File: src/rtl/lotr_pkg.sv
// Shared types and constants for the ring controller tile logic.
package lotr_pkg;

    typedef enum logic [1:0] {
        RD       = 2'b00,
        RD_RSP   = 2'b01,
        WR       = 2'b10,
        WR_BCAST = 2'b11
    } t_opcode;

    localparam int         F2C_ENTRIES = 4;
    localparam int         F2C_IDX_W   = $clog2(F2C_ENTRIES);
    localparam logic [7:0] BCAST_ID    = 8'hFF;

    typedef enum logic [1:0] {
        FREE      = 2'b00,
        PEND_CORE = 2'b01,
        WAIT_RSP  = 2'b10,
        RSP_RDY   = 2'b11
    } t_f2c_state;

    typedef struct packed {
        logic        valid;
        t_f2c_state  state;
        logic [9:0]  requestor;
        t_opcode     opcode;
        logic [31:0] address;
        logic [31:0] data;
    } t_f2c_entry;

    // An unused entry: FREE, opcode RD, all payload zero.
    function automatic t_f2c_entry f2c_empty();
        t_f2c_entry e;
        e.valid     = 1'b0;
        e.state     = FREE;
        e.requestor = '0;
        e.opcode    = RD;
        e.address   = '0;
        e.data      = '0;
        return e;
    endfunction

endpackage

File: src/rtl/rc_f2c_buf.sv
// F2C entry buffer: allocation of incoming requests, in-order dispatch to the
// core, matching of core read data and hand-off of responses to the ring.
// Requests that can go to the core in the same cycle they arrive skip the
// PEND_CORE state; reads that can leave on the ring at once skip RSP_RDY.
module rc_f2c_buf
    import lotr_pkg::*;
(
    input  logic        clk_i,
    input  logic        rst_i,
    // request needing an entry (Q501H)
    input  logic        alloc_vld_i,
    input  logic [9:0]  alloc_requestor_i,
    input  t_opcode     alloc_opcode_i,
    input  logic [31:0] alloc_address_i,
    input  logic [31:0] alloc_data_i,
    output logic        alloc_ok_o,
    // dispatch towards the core
    output logic        disp_vld_o,
    output t_opcode     disp_opcode_o,
    output logic [31:0] disp_address_o,
    output logic [31:0] disp_data_o,
    // core read data (Q501H)
    input  logic        core_rsp_vld_i,
    input  logic [31:0] core_rsp_address_i,
    input  logic [31:0] core_rsp_data_i,
    // ring response slot taken by pass-through traffic
    input  logic        ring_rsp_busy_i,
    output logic        rsp_vld_o,
    output logic [9:0]  rsp_requestor_o,
    output logic [31:0] rsp_address_o,
    output logic [31:0] rsp_data_o
);

    t_f2c_entry entries_q [F2C_ENTRIES];
    t_f2c_entry entries_d [F2C_ENTRIES];
    t_f2c_entry new_entry;

    logic                 free_found, pend_found, match_found, rdy_found;
    logic [F2C_IDX_W-1:0] free_idx, pend_idx, match_idx, rdy_idx;

    // Lowest-index search for each kind of entry; descending loop so the
    // lowest matching index is the last one written.
    always_comb begin
        free_found  = 1'b0;
        pend_found  = 1'b0;
        match_found = 1'b0;
        rdy_found   = 1'b0;
        free_idx    = '0;
        pend_idx    = '0;
        match_idx   = '0;
        rdy_idx     = '0;
        for (int i = F2C_ENTRIES - 1; i >= 0; i--) begin
            if (!entries_q[i].valid) begin
                free_found = 1'b1;
                free_idx   = F2C_IDX_W'(i);
            end
            if (entries_q[i].valid && entries_q[i].state == PEND_CORE) begin
                pend_found = 1'b1;
                pend_idx   = F2C_IDX_W'(i);
            end
            if (core_rsp_vld_i && entries_q[i].valid && entries_q[i].state == WAIT_RSP &&
                entries_q[i].address == core_rsp_address_i) begin
                match_found = 1'b1;
                match_idx   = F2C_IDX_W'(i);
            end
            if (entries_q[i].valid && entries_q[i].state == RSP_RDY) begin
                rdy_found = 1'b1;
                rdy_idx   = F2C_IDX_W'(i);
            end
        end
    end

    assign alloc_ok_o = free_found;

    // Entry next-state, dispatch and response selection.
    always_comb begin
        entries_d       = entries_q;
        disp_vld_o      = 1'b0;
        disp_opcode_o   = RD;
        disp_address_o  = '0;
        disp_data_o     = '0;
        rsp_vld_o       = 1'b0;
        rsp_requestor_o = '0;
        rsp_address_o   = '0;
        rsp_data_o      = '0;

        new_entry.valid     = 1'b1;
        new_entry.state     = PEND_CORE;
        new_entry.requestor = alloc_requestor_i;
        new_entry.opcode    = alloc_opcode_i;
        new_entry.address   = alloc_address_i;
        new_entry.data      = alloc_data_i;

        if (pend_found) begin
            // older work waits; the newcomer queues behind it
            disp_vld_o     = 1'b1;
            disp_opcode_o  = entries_q[pend_idx].opcode;
            disp_address_o = entries_q[pend_idx].address;
            disp_data_o    = entries_q[pend_idx].data;
            if (entries_q[pend_idx].opcode == RD) begin
                entries_d[pend_idx].state = WAIT_RSP;
            end else begin
                entries_d[pend_idx] = f2c_empty();
            end
            if (alloc_vld_i && free_found) begin
                entries_d[free_idx] = new_entry;
            end
        end else if (alloc_vld_i && free_found) begin
            // nothing older: goes straight to the core; writes need no entry
            disp_vld_o     = 1'b1;
            disp_opcode_o  = alloc_opcode_i;
            disp_address_o = alloc_address_i;
            disp_data_o    = alloc_data_i;
            if (alloc_opcode_i == RD) begin
                entries_d[free_idx]       = new_entry;
                entries_d[free_idx].state = WAIT_RSP;
            end
        end

        if (match_found) begin
            entries_d[match_idx].data  = core_rsp_data_i;
            entries_d[match_idx].state = RSP_RDY;
        end

        if (!ring_rsp_busy_i) begin
            if (rdy_found) begin
                rsp_vld_o           = 1'b1;
                rsp_requestor_o     = entries_q[rdy_idx].requestor;
                rsp_address_o       = entries_q[rdy_idx].address;
                rsp_data_o          = entries_q[rdy_idx].data;
                entries_d[rdy_idx]  = f2c_empty();
            end else if (match_found) begin
                rsp_vld_o            = 1'b1;
                rsp_requestor_o      = entries_q[match_idx].requestor;
                rsp_address_o        = entries_q[match_idx].address;
                rsp_data_o           = core_rsp_data_i;
                entries_d[match_idx] = f2c_empty();
            end
        end
    end

    // Entry array state register.
    always_ff @(posedge clk_i or posedge rst_i) begin
        if (rst_i) begin
            for (int i = 0; i < F2C_ENTRIES; i++) begin
                entries_q[i] <= f2c_empty();
            end
        end else begin
            entries_q <= entries_d;
        end
    end

endmodule

File: src/rtl/ring_controller.sv
// Ring controller for one core tile: Q501H input capture, request
// classification, and registered Q502H ring and core outputs.
// Optional feature macro: RC_BCAST_EN (deliver WR_BCAST to the core as well).
module ring_controller
    import lotr_pkg::*;
(
    input  logic        QClk,
    input  logic        RstQnnnH,
    input  logic [7:0]  CoreID,
    input  logic        RingReqInValidQ500H,
    input  logic [9:0]  RingReqRequestorQ500H,
    input  t_opcode     RingReqInOpcodeQ500H,
    input  logic [31:0] RingReqInAddressQ500H,
    input  logic [31:0] RingReqInDataQ500H,
    input  logic        RingRspInValidQ500H,
    input  logic [9:0]  RingRspRequestorQ500H,
    input  t_opcode     RingRspInOpcodeQ500H,
    input  logic [31:0] RingRspInAddressQ500H,
    input  logic [31:0] RingRspInDataQ500H,
    output logic        RingReqOutValidQ502H,
    output logic [9:0]  RingReqOutRequestorQ502H,
    output t_opcode     RingReqOutOpcodeQ502H,
    output logic [31:0] RingReqOutAddressQ502H,
    output logic [31:0] RingReqOutDataQ502H,
    output logic        RingRspOutValidQ502H,
    output logic [9:0]  RingRspOutRequestorQ502H,
    output t_opcode     RingRspOutOpcodeQ502H,
    output logic [31:0] RingRspOutAddressQ502H,
    output logic [31:0] RingRspOutDataQ502H,
    input  logic        F2C_RspValidQ500H,
    input  t_opcode     F2C_RspOpcodeQ500H,
    input  logic [31:0] F2C_RspAddressQ500H,
    input  logic [31:0] F2C_RspDataQ500H,
    output logic        F2C_ReqValidQ502H,
    output t_opcode     F2C_ReqOpcodeQ502H,
    output logic [31:0] F2C_ReqAddressQ502H,
    output logic [31:0] F2C_ReqDataQ502H
);

    // Q501H captured inputs
    logic        req_vld_q;
    logic [9:0]  req_requestor_q;
    t_opcode     req_opcode_q;
    logic [31:0] req_address_q;
    logic [31:0] req_data_q;
    logic        rsp_vld_q;
    logic [9:0]  rsp_requestor_q;
    t_opcode     rsp_opcode_q;
    logic [31:0] rsp_address_q;
    logic [31:0] rsp_data_q;
    logic        core_vld_q;
    t_opcode     core_opcode_q;
    logic [31:0] core_address_q;
    logic [31:0] core_data_q;

    // Q502H output registers and their next values
    logic        rreq_vld_q, rreq_vld_d;
    logic [9:0]  rreq_requestor_q, rreq_requestor_d;
    t_opcode     rreq_opcode_q, rreq_opcode_d;
    logic [31:0] rreq_address_q, rreq_address_d;
    logic [31:0] rreq_data_q, rreq_data_d;
    logic        rrsp_vld_q, rrsp_vld_d;
    logic [9:0]  rrsp_requestor_q, rrsp_requestor_d;
    t_opcode     rrsp_opcode_q, rrsp_opcode_d;
    logic [31:0] rrsp_address_q, rrsp_address_d;
    logic [31:0] rrsp_data_q, rrsp_data_d;
    logic        f2c_vld_q, f2c_vld_d;
    t_opcode     f2c_opcode_q, f2c_opcode_d;
    logic [31:0] f2c_address_q, f2c_address_d;
    logic [31:0] f2c_data_q, f2c_data_d;

    logic        req_local, req_bcast, req_fwd, alloc_ok;
    logic        disp_vld;
    t_opcode     disp_opcode;
    logic [31:0] disp_address, disp_data;
    logic        buf_rsp_vld;
    logic [9:0]  buf_rsp_requestor;
    logic [31:0] buf_rsp_address, buf_rsp_data;

    // The core's response opcode carries no information the tile needs;
    // responses are identified by address alone.
    logic unused_core_opcode;
    assign unused_core_opcode = ^core_opcode_q;

    // Capture the ring request port every cycle, valid or not.
    always_ff @(posedge QClk or posedge RstQnnnH) begin
        if (RstQnnnH) begin
            req_vld_q       <= 1'b0;
            req_requestor_q <= '0;
            req_opcode_q    <= RD;
            req_address_q   <= '0;
            req_data_q      <= '0;
        end else begin
            req_vld_q       <= RingReqInValidQ500H;
            req_requestor_q <= RingReqRequestorQ500H;
            req_opcode_q    <= RingReqInOpcodeQ500H;
            req_address_q   <= RingReqInAddressQ500H;
            req_data_q      <= RingReqInDataQ500H;
        end
    end

    // Capture the ring response port every cycle, valid or not.
    always_ff @(posedge QClk or posedge RstQnnnH) begin
        if (RstQnnnH) begin
            rsp_vld_q       <= 1'b0;
            rsp_requestor_q <= '0;
            rsp_opcode_q    <= RD;
            rsp_address_q   <= '0;
            rsp_data_q      <= '0;
        end else begin
            rsp_vld_q       <= RingRspInValidQ500H;
            rsp_requestor_q <= RingRspRequestorQ500H;
            rsp_opcode_q    <= RingRspInOpcodeQ500H;
            rsp_address_q   <= RingRspInAddressQ500H;
            rsp_data_q      <= RingRspInDataQ500H;
        end
    end

    // Capture the core response port every cycle, valid or not.
    always_ff @(posedge QClk or posedge RstQnnnH) begin
        if (RstQnnnH) begin
            core_vld_q     <= 1'b0;
            core_opcode_q  <= RD;
            core_address_q <= '0;
            core_data_q    <= '0;
        end else begin
            core_vld_q     <= F2C_RspValidQ500H;
            core_opcode_q  <= F2C_RspOpcodeQ500H;
            core_address_q <= F2C_RspAddressQ500H;
            core_data_q    <= F2C_RspDataQ500H;
        end
    end

    assign req_local = req_vld_q && (req_address_q[31:24] == CoreID) &&
                       (req_opcode_q == RD || req_opcode_q == WR);
`ifdef RC_BCAST_EN
    assign req_bcast = req_vld_q && (req_opcode_q == WR_BCAST) &&
                       (req_address_q[31:24] == BCAST_ID);
`else
    assign req_bcast = 1'b0;
`endif
    // Broadcasts always travel on; local requests only when the buffer is full.
    assign req_fwd = req_vld_q && (!req_local || !alloc_ok);

    rc_f2c_buf u_f2c_buf (
        .clk_i              (QClk),
        .rst_i              (RstQnnnH),
        .alloc_vld_i        (req_local || req_bcast),
        .alloc_requestor_i  (req_requestor_q),
        .alloc_opcode_i     (req_opcode_q),
        .alloc_address_i    (req_address_q),
        .alloc_data_i       (req_data_q),
        .alloc_ok_o         (alloc_ok),
        .disp_vld_o         (disp_vld),
        .disp_opcode_o      (disp_opcode),
        .disp_address_o     (disp_address),
        .disp_data_o        (disp_data),
        .core_rsp_vld_i     (core_vld_q),
        .core_rsp_address_i (core_address_q),
        .core_rsp_data_i    (core_data_q),
        .ring_rsp_busy_i    (rsp_vld_q),
        .rsp_vld_o          (buf_rsp_vld),
        .rsp_requestor_o    (buf_rsp_requestor),
        .rsp_address_o      (buf_rsp_address),
        .rsp_data_o         (buf_rsp_data)
    );

    // Output muxes: ring responses in transit beat locally produced ones.
    always_comb begin
        rreq_vld_d       = req_fwd;
        rreq_requestor_d = req_requestor_q;
        rreq_opcode_d    = req_opcode_q;
        rreq_address_d   = req_address_q;
        rreq_data_d      = req_data_q;

        rrsp_vld_d       = rsp_vld_q;
        rrsp_requestor_d = rsp_requestor_q;
        rrsp_opcode_d    = rsp_opcode_q;
        rrsp_address_d   = rsp_address_q;
        rrsp_data_d      = rsp_data_q;
        if (!rsp_vld_q && buf_rsp_vld) begin
            rrsp_vld_d       = 1'b1;
            rrsp_requestor_d = buf_rsp_requestor;
            rrsp_opcode_d    = RD_RSP;
            rrsp_address_d   = buf_rsp_address;
            rrsp_data_d      = buf_rsp_data;
        end

        f2c_vld_d     = disp_vld;
        f2c_opcode_d  = disp_opcode;
        f2c_address_d = disp_address;
        f2c_data_d    = disp_data;
    end

    // Q502H output registers.
    always_ff @(posedge QClk or posedge RstQnnnH) begin
        if (RstQnnnH) begin
            rreq_vld_q       <= 1'b0;
            rreq_requestor_q <= '0;
            rreq_opcode_q    <= RD;
            rreq_address_q   <= '0;
            rreq_data_q      <= '0;
            rrsp_vld_q       <= 1'b0;
            rrsp_requestor_q <= '0;
            rrsp_opcode_q    <= RD;
            rrsp_address_q   <= '0;
            rrsp_data_q      <= '0;
            f2c_vld_q        <= 1'b0;
            f2c_opcode_q     <= RD;
            f2c_address_q    <= '0;
            f2c_data_q       <= '0;
        end else begin
            rreq_vld_q       <= rreq_vld_d;
            rreq_requestor_q <= rreq_requestor_d;
            rreq_opcode_q    <= rreq_opcode_d;
            rreq_address_q   <= rreq_address_d;
            rreq_data_q      <= rreq_data_d;
            rrsp_vld_q       <= rrsp_vld_d;
            rrsp_requestor_q <= rrsp_requestor_d;
            rrsp_opcode_q    <= rrsp_opcode_d;
            rrsp_address_q   <= rrsp_address_d;
            rrsp_data_q      <= rrsp_data_d;
            f2c_vld_q        <= f2c_vld_d;
            f2c_opcode_q     <= f2c_opcode_d;
            f2c_address_q    <= f2c_address_d;
            f2c_data_q       <= f2c_data_d;
        end
    end

    assign RingReqOutValidQ502H     = rreq_vld_q;
    assign RingReqOutRequestorQ502H = rreq_requestor_q;
    assign RingReqOutOpcodeQ502H    = rreq_opcode_q;
    assign RingReqOutAddressQ502H   = rreq_address_q;
    assign RingReqOutDataQ502H      = rreq_data_q;
    assign RingRspOutValidQ502H     = rrsp_vld_q;
    assign RingRspOutRequestorQ502H = rrsp_requestor_q;
    assign RingRspOutOpcodeQ502H    = rrsp_opcode_q;
    assign RingRspOutAddressQ502H   = rrsp_address_q;
    assign RingRspOutDataQ502H      = rrsp_data_q;
    assign F2C_ReqValidQ502H        = f2c_vld_q;
    assign F2C_ReqOpcodeQ502H       = f2c_opcode_q;
    assign F2C_ReqAddressQ502H      = f2c_address_q;
    assign F2C_ReqDataQ502H         = f2c_data_q;

endmodule

File: config.mk
export PLATFORM = sky130hd
export DESIGN_NAME = ring_controller
export DESIGN_NICKNAME = d
export VERILOG_FILES = /design/src/rtl/lotr_pkg.sv /design/src/rtl/rc_f2c_buf.sv /design/src/rtl/ring_controller.sv
export SDC_FILE = /design/constraint.sdc
export NUM_CORES = 2
export LEC_CHECK = 0
export ABC_AREA = 1
export CAP_MARGIN = 20
export CORE_ASPECT_RATIO = 0.8
export CORE_MARGIN = 1
export CORE_UTILIZATION = 31
export CTS_BUF_LIST = sky130_fd_sc_hd__clkbuf_2 sky130_fd_sc_hd__clkbuf_4 sky130_fd_sc_hd__clkbuf_8
export DETAILED_ROUTE_END_ITERATION = 16
export PLACE_DENSITY_LB_ADDON = 0.2
export SYNTH_ARGS = -nofsm -noshare
export SYNTH_HDL_FRONTEND = slang
export SYNTH_SLANG_ARGS = --single-unit
File: constraint.sdc
create_clock -name QClk -period 59.7 [get_ports QClk]
set_clock_uncertainty 0.15 [all_clocks]
set_input_delay 8.955 -clock QClk [delete_from_list [all_inputs] [get_ports QClk]]
set_output_delay 8.955 -clock QClk [all_outputs]
set_load 0.02 [all_outputs]
After elaboration in Yosys (flattened, before gate mapping). Cells that the tools add are included.

Add/sub/neg operators: 0. Equal/unequal tests: 18. $mul: 0. Bitwise logic cells: 10. Multiplexer cells: 98. Reductions and logical operators: 36. Magnitude comparators: 8. Div/mod/pow operators: 0. Shifts and indexed selects: 0.

Operator list (count): two-way mux 316 bit (10); bitwise mux 316 bit (6); demux 79 bit (select 2 bit) (8); bitwise AND 316 bit (3); NOT 316 bit (3); binary-select mux 79 bit (select 2 bit) (3); two-way mux 32 bit (13); two-way mux 79 bit (4); two-way mux 76 bit (4); two-way mux 78 bit (3); two-way mux 66 bit (2); equality test 32 bit (4); two-way mux 10 bit (4); two-way mux 2 bit (19); logical AND 1 bit (29); two-way mux 1 bit (22); equality test 2 bit (second input constant) (9); greater-or-equal comparator 3 bit (second input constant) (4); less-than comparator 3 x 1 -> 1 bit (second input constant) (4); NOT 2 -> 3 bit (4); equality test 2 x 1 -> 1 bit (second input constant) (4); equality test 8 bit (1); zero test 2 bit (2); zero test 1 bit (3); logical OR 1 bit (2).

Memory bits (writable): 0. Register bits: 756. Memory bits (read-only): 0. Output and inout bits: 221. Bits in latches: 0. Logic and storage cells: 221. Memories: 0. Input bits: 231.

Logic depth before layout (Yosys ltp).
Word-level depth: 25. Mapped depth: 20. Mapped depth without buffers: 18.

Modules after synthesis. A second synthesis with hierarchy kept.

Cells, all modules: 5132. Area, all modules: 38987.4 sq um.

Modules (own cells, without submodules): rc_f2c_buf (area each 26805.7 sq um, times used 1, seq. area each 7907.6 sq um, cells each 4408); ring_controller (area each 12181.7 sq um, times used 1, seq. area each 11010.6 sq um, cells each 724).

Worst setup path before layout. Ideal clock, no wire load.

Path type: input to register. Start point: input CoreID[3]. End point: register u_f2c_buf.entries_q[194] (netlist bit). Stages: 12. Library setup time: 0.132 ns. Slack: 48.944 ns. Arrival time: 10.474 ns. Buffers on the path: 2. Data required time: 59.418 ns. Path through: inv_1 -> nor2_1 -> nor4_2 -> nand3_1 -> nor2_4 -> nand3_2 -> nand2_1 -> buf_2 -> nand2_2 -> buf_2 -> a22oi_1 -> nor2_1.

RTL lines: from (decl) (RTL line ring_controller.sv:9) `input logic [7:0] CoreID,`; to (signal, indexed assignment) (RTL line rc_f2c_buf.sv:146) `entries_q[i] <= f2c_empty();`; to (signal assigned) (RTL line rc_f2c_buf.sv:149) `entries_q <= entries_d;`; to (decl) (RTL line rc_f2c_buf.sv:34) `t_f2c_entry entries_q [F2C_ENTRIES];`.

==> summary.md <==
| Metric | Value |
|---|---|
| # rows | 119 |
| Critical path's top delay family | simple AND/OR/NAND/NOR gates |
| DRT Pass-1 Iters | 8 |
| Startpoint Class | primary input |
| WP buf/inv | 2 |
| Max Buffers Root-to-Sink | 3 |
| # Max-Cap Violations | 0 |
| RSZ-0062 raised after global routing | no |
| Final #Nets | slightly above 6000 |
| Share of layout cells above drive strength 1 | under 10% |
| GRT overflow | 0 |
| Area Overhead vs Synth | 21.4% |
| Final setup vio count | 0 |
| Number of buffers created by CTS | between 100 and 150 |
| Vias | roughly 44000 |
| Pre-CTS WS | ~46 ns |
| Port Buf Inserts | around 450 |
| Final Hold Viols | 0 |
| Post-Syn Instances | approximately 5700 |
| Worst skew pair latency | about 0.95 ns |
| Chip height | about 330 um |
| Min-delay worst type | reg2reg |
| Root cell of the clock tree | clkbuf_8 |
| CP max-delay cell | nand2_2 |
| Worst Setup End Kind | register |
| Lkg Pwr | 0.0234 uW |
| Final min period | roughly 13 ns |
| Fin crit share | a little over a fifth |
| CP Depth | 11 |
| CTS tree | built |
| Crit-path max cell delay | 0.91 ns |
| Post-CTS Setup Inserts | 0 |
| WP data arrival | between 10 and 15 ns |
| Core region area | 132000 um^2 |
| Crit Path Max Fanout | 48 |
| Vias per inst | roughly 5.7 |
| Total GRT Usage | a little under a third |
| Fmax | 78.4 MHz |
| Wirelength per Cell | 26.8 um |
| Final WS setup | 46.94 ns |
| CTS Sinks | between 700 and 800 |
| Setup TNS | 0 ns |
| Worst-path cell chain | clkdlybuf4s50_1, nor2_1, nor4_1, nand3_1, nor2_4, buf_4, nand2_1, nand2_1, nand2_2, a22oi_1, nor2_1 |
| Fillers | between 10000 and 15000 |
| Final core utilization | roughly two fifths |
| RD Place Congestion | about 1 |
| Worst VDD drop | approximately 0.022 mV |
| Register-to-register setup slack | 52.97 ns |
| Synthesis Warnings | 0 |
| Hold buffers post-CTS | 0 |
| Vias in the first global route | a little over 40000 |
| Outcome | complete, no violations |
| Width of the die | approximately 410 um |
| Worst setup path class | in2reg |
| Antenna violations before repair | 10 |
| Syn Nets | a little under 6000 |
| Fin. max-slew vios | 0 |
| Pwr dens | between 20 and 25 nW/um^2 |
| Die ar. | 136000 um^2 |
| First-pass GRT wire length | about 300000 um |
| Slew @ Worst Pin | 1.24 ns |
| Part of the Yosys area used for sequential elements | between 40% and 50% |
| Syn Std Cell Area | ~42000 um^2 |
| Final HPWL DP | roughly 130000 um |
| Reg2Reg Capture Point | u_f2c_buf.entries_q[105] |
| Design Area, Final | 50600 um^2 |
| Worst R2R Start | u_f2c_buf.entries_q[236] |
| Worst EP required | around 60 ns |
| WL final | 209000 um |
| Total power | approximately 1200 uW |
| Post-CTS sizing | 0 |
| Crit path from | CoreID[3] |
| Worst hold path depth | 0 |
| Iter 0 DRT Violations | around 6300 |
| Placed cell area | approximately 47000 um^2 |
| Synth Register Bits | between 700 and 800 |
| DRC viols | 0 |
| Synthesized area per cell | 7.35 um^2 |
| R2R cell count | 14 |
| Starting Density | a little under a third |
| Max transition margin | approximately 17% |
| IO Pins | 452 |
| Largest net degree at the start of global routing | 217 |
| Synth unique cells | 50 |
| CP Capture Point | u_f2c_buf.entries_q[213] |
| H-tree levels | 4 |
| Routed Antenna Nets | 0 |
| Clk slew on worst S/H paths | 0.06 ns |
-- sequential cells by signal (all words and copies together) (netlist names), 2 cells and up --
register / flops
RingReqOutOpcodeQ502H: 2
rsp_data_q: 32
RingRspOutAddressQ502H: 32
F2C_ReqDataQ502H: 32
F2C_ReqAddressQ502H: 32
core_data_q: 32
RingRspOutOpcodeQ502H: 2
u_f2c_buf.entries_q: 316
F2C_ReqOpcodeQ502H: 2
rsp_requestor_q: 10
core_address_q: 32
RingRspOutDataQ502H: 32
req_data_q: 32
req_opcode_q: 2
req_address_q: 32
rsp_address_q: 32
req_requestor_q: 10
RingReqOutDataQ502H: 32
RingReqOutRequestorQ502H: 10
RingReqOutAddressQ502H: 32
RingRspOutRequestorQ502H: 10
rsp_opcode_q: 2
-- layout make-up --
cell class / instances / area [um^2] / area share (%)
tap: 1754 / 2190 / 4.34
multi-input combinational: 3993 / 19200 / 38.0
sequential: 756 / 18900 / 37.4
antenna: 9 / 22.5 / 0.0446
timing repair buffer: 531 / 5160 / 10.2
clock buffer: 206 / 2620 / 5.19
inverter: 508 / 1930 / 3.81
clock inverter: 38 / 480 / 0.950
-- routing by layer --
layer / share of wire (%) / global-route usage [%] / vias to the layer above
li1: - / - / 19300
met1: 42 / 41.6 / 21100
met2: 40 / 41.5 / 3226
met3: 14 / 11.1 / 557
met4: 4.0 / 12.9 / 14
met5: 0.039 / 0 / -
-- stage by stage --
| stage | std cells | hold slack [ns] |
|---|---|---|
| floorplan | 5662 | 0.219 |
| global placement | 7539 | 0.250 |
| detailed placement | 7540 | 0.251 |
| CTS | 7784 | 0.267 |
| global route | 7789 | 0.269 |
| finish | 7795 | 0.259 |
-- worst min-delay path by stage --
stage,endpoint,startpoint
detailed placement,RingReqOutAddressQ502H[8],req_address_q[8]
global route,RingReqOutAddressQ502H[11],req_address_q[11]
global placement,RingReqOutAddressQ502H[11],req_address_q[11]
CTS,RingReqOutAddressQ502H[11],req_address_q[11]
floorplan,RingReqOutAddressQ502H[0],req_address_q[0]
finish,RingReqOutAddressQ502H[11],req_address_q[11]
-- power by group --
group | leakage, uW | switching [uW] | internal, uW
Clock | 0.00163 | 251 | 318
Combinational | 0.0124 | 44.1 | 30.2
Sequential | 0.00933 | 14.7 | 526
-- cells by family (layout without fill, tap and decap cells) --
| family | count (synthesis) | in the layout | synth area share (%) |
|---|---|---|---|
| simple gates | 2633 | 2633 | 26.3 |
| compound gates | 1294 | 1294 | 18.1 |
| buf+inv | 913 | 1283 | 8.75 |
| flops | 756 | 756 | 45.5 |
| xor+xnor | 66 | 66 | 1.39 |
| other cells | 0 | 9 | 0 |
-- cell usage after synthesis (all sizes together) --
master   number  share of area, %
a32oi         2             0.042
a31o          1             0.021
a211oi        3             0.054
o21ai       466               5.7
nor4          3             0.060
clkbuf      235               2.1
o221ai       42              0.88
xor2         16              0.34
or2          18              0.27
o21bai        1             0.018
nor3         70              0.88
nor3b         3             0.054
nand4        55              0.83
nor2        470               4.4
o31ai        17              0.31
o22ai        81               1.2
o211ai      166               3.0
xnor2        50               1.1
inv         508               4.6
nand3       451               5.5
buf         170               2.0
nor2b         4             0.060
nand2      1539                14
a22oi        22              0.40
a31oi       149               2.3
a32o          2             0.048
o2111ai       1             0.021
nand3b        9              0.16
a21oi       341               4.1
and2          7              0.11
dfrtp       756                45
and3          4             0.060
-- placed cells by master (no fill, tap or decap), drive strengths merged --
| cell | instances |
|---|---|
| or2 | 18 |
| a31o | 1 |
| nand3b | 9 |
| dfrtp | 756 |
| and2 | 7 |
| nor3b | 3 |
| o31ai | 17 |
| a21oi | 341 |
| nand2 | 1539 |
| a32oi | 2 |
| buf | 81 |
| a211oi | 3 |
| nor3 | 70 |
| nand3 | 451 |
| nor4 | 3 |
| xnor2 | 50 |
| xor2 | 16 |
| clkdlybuf4s50 | 449 |
| o2111ai | 1 |
| nor2 | 470 |
| inv | 513 |
| nand4 | 55 |
| clkinv | 21 |
| clkinvlp | 4 |
| a22oi | 22 |
| o21bai | 1 |
| a31oi | 149 |
| o211ai | 166 |
| bufinv | 8 |
| a32o | 2 |
| and3 | 4 |
| o221ai | 42 |
| clkbuf | 207 |
| diode | 9 |
| o22ai | 81 |
| o21ai | 466 |
| nor2b | 4 |
(Power assumes the default switching activity.)
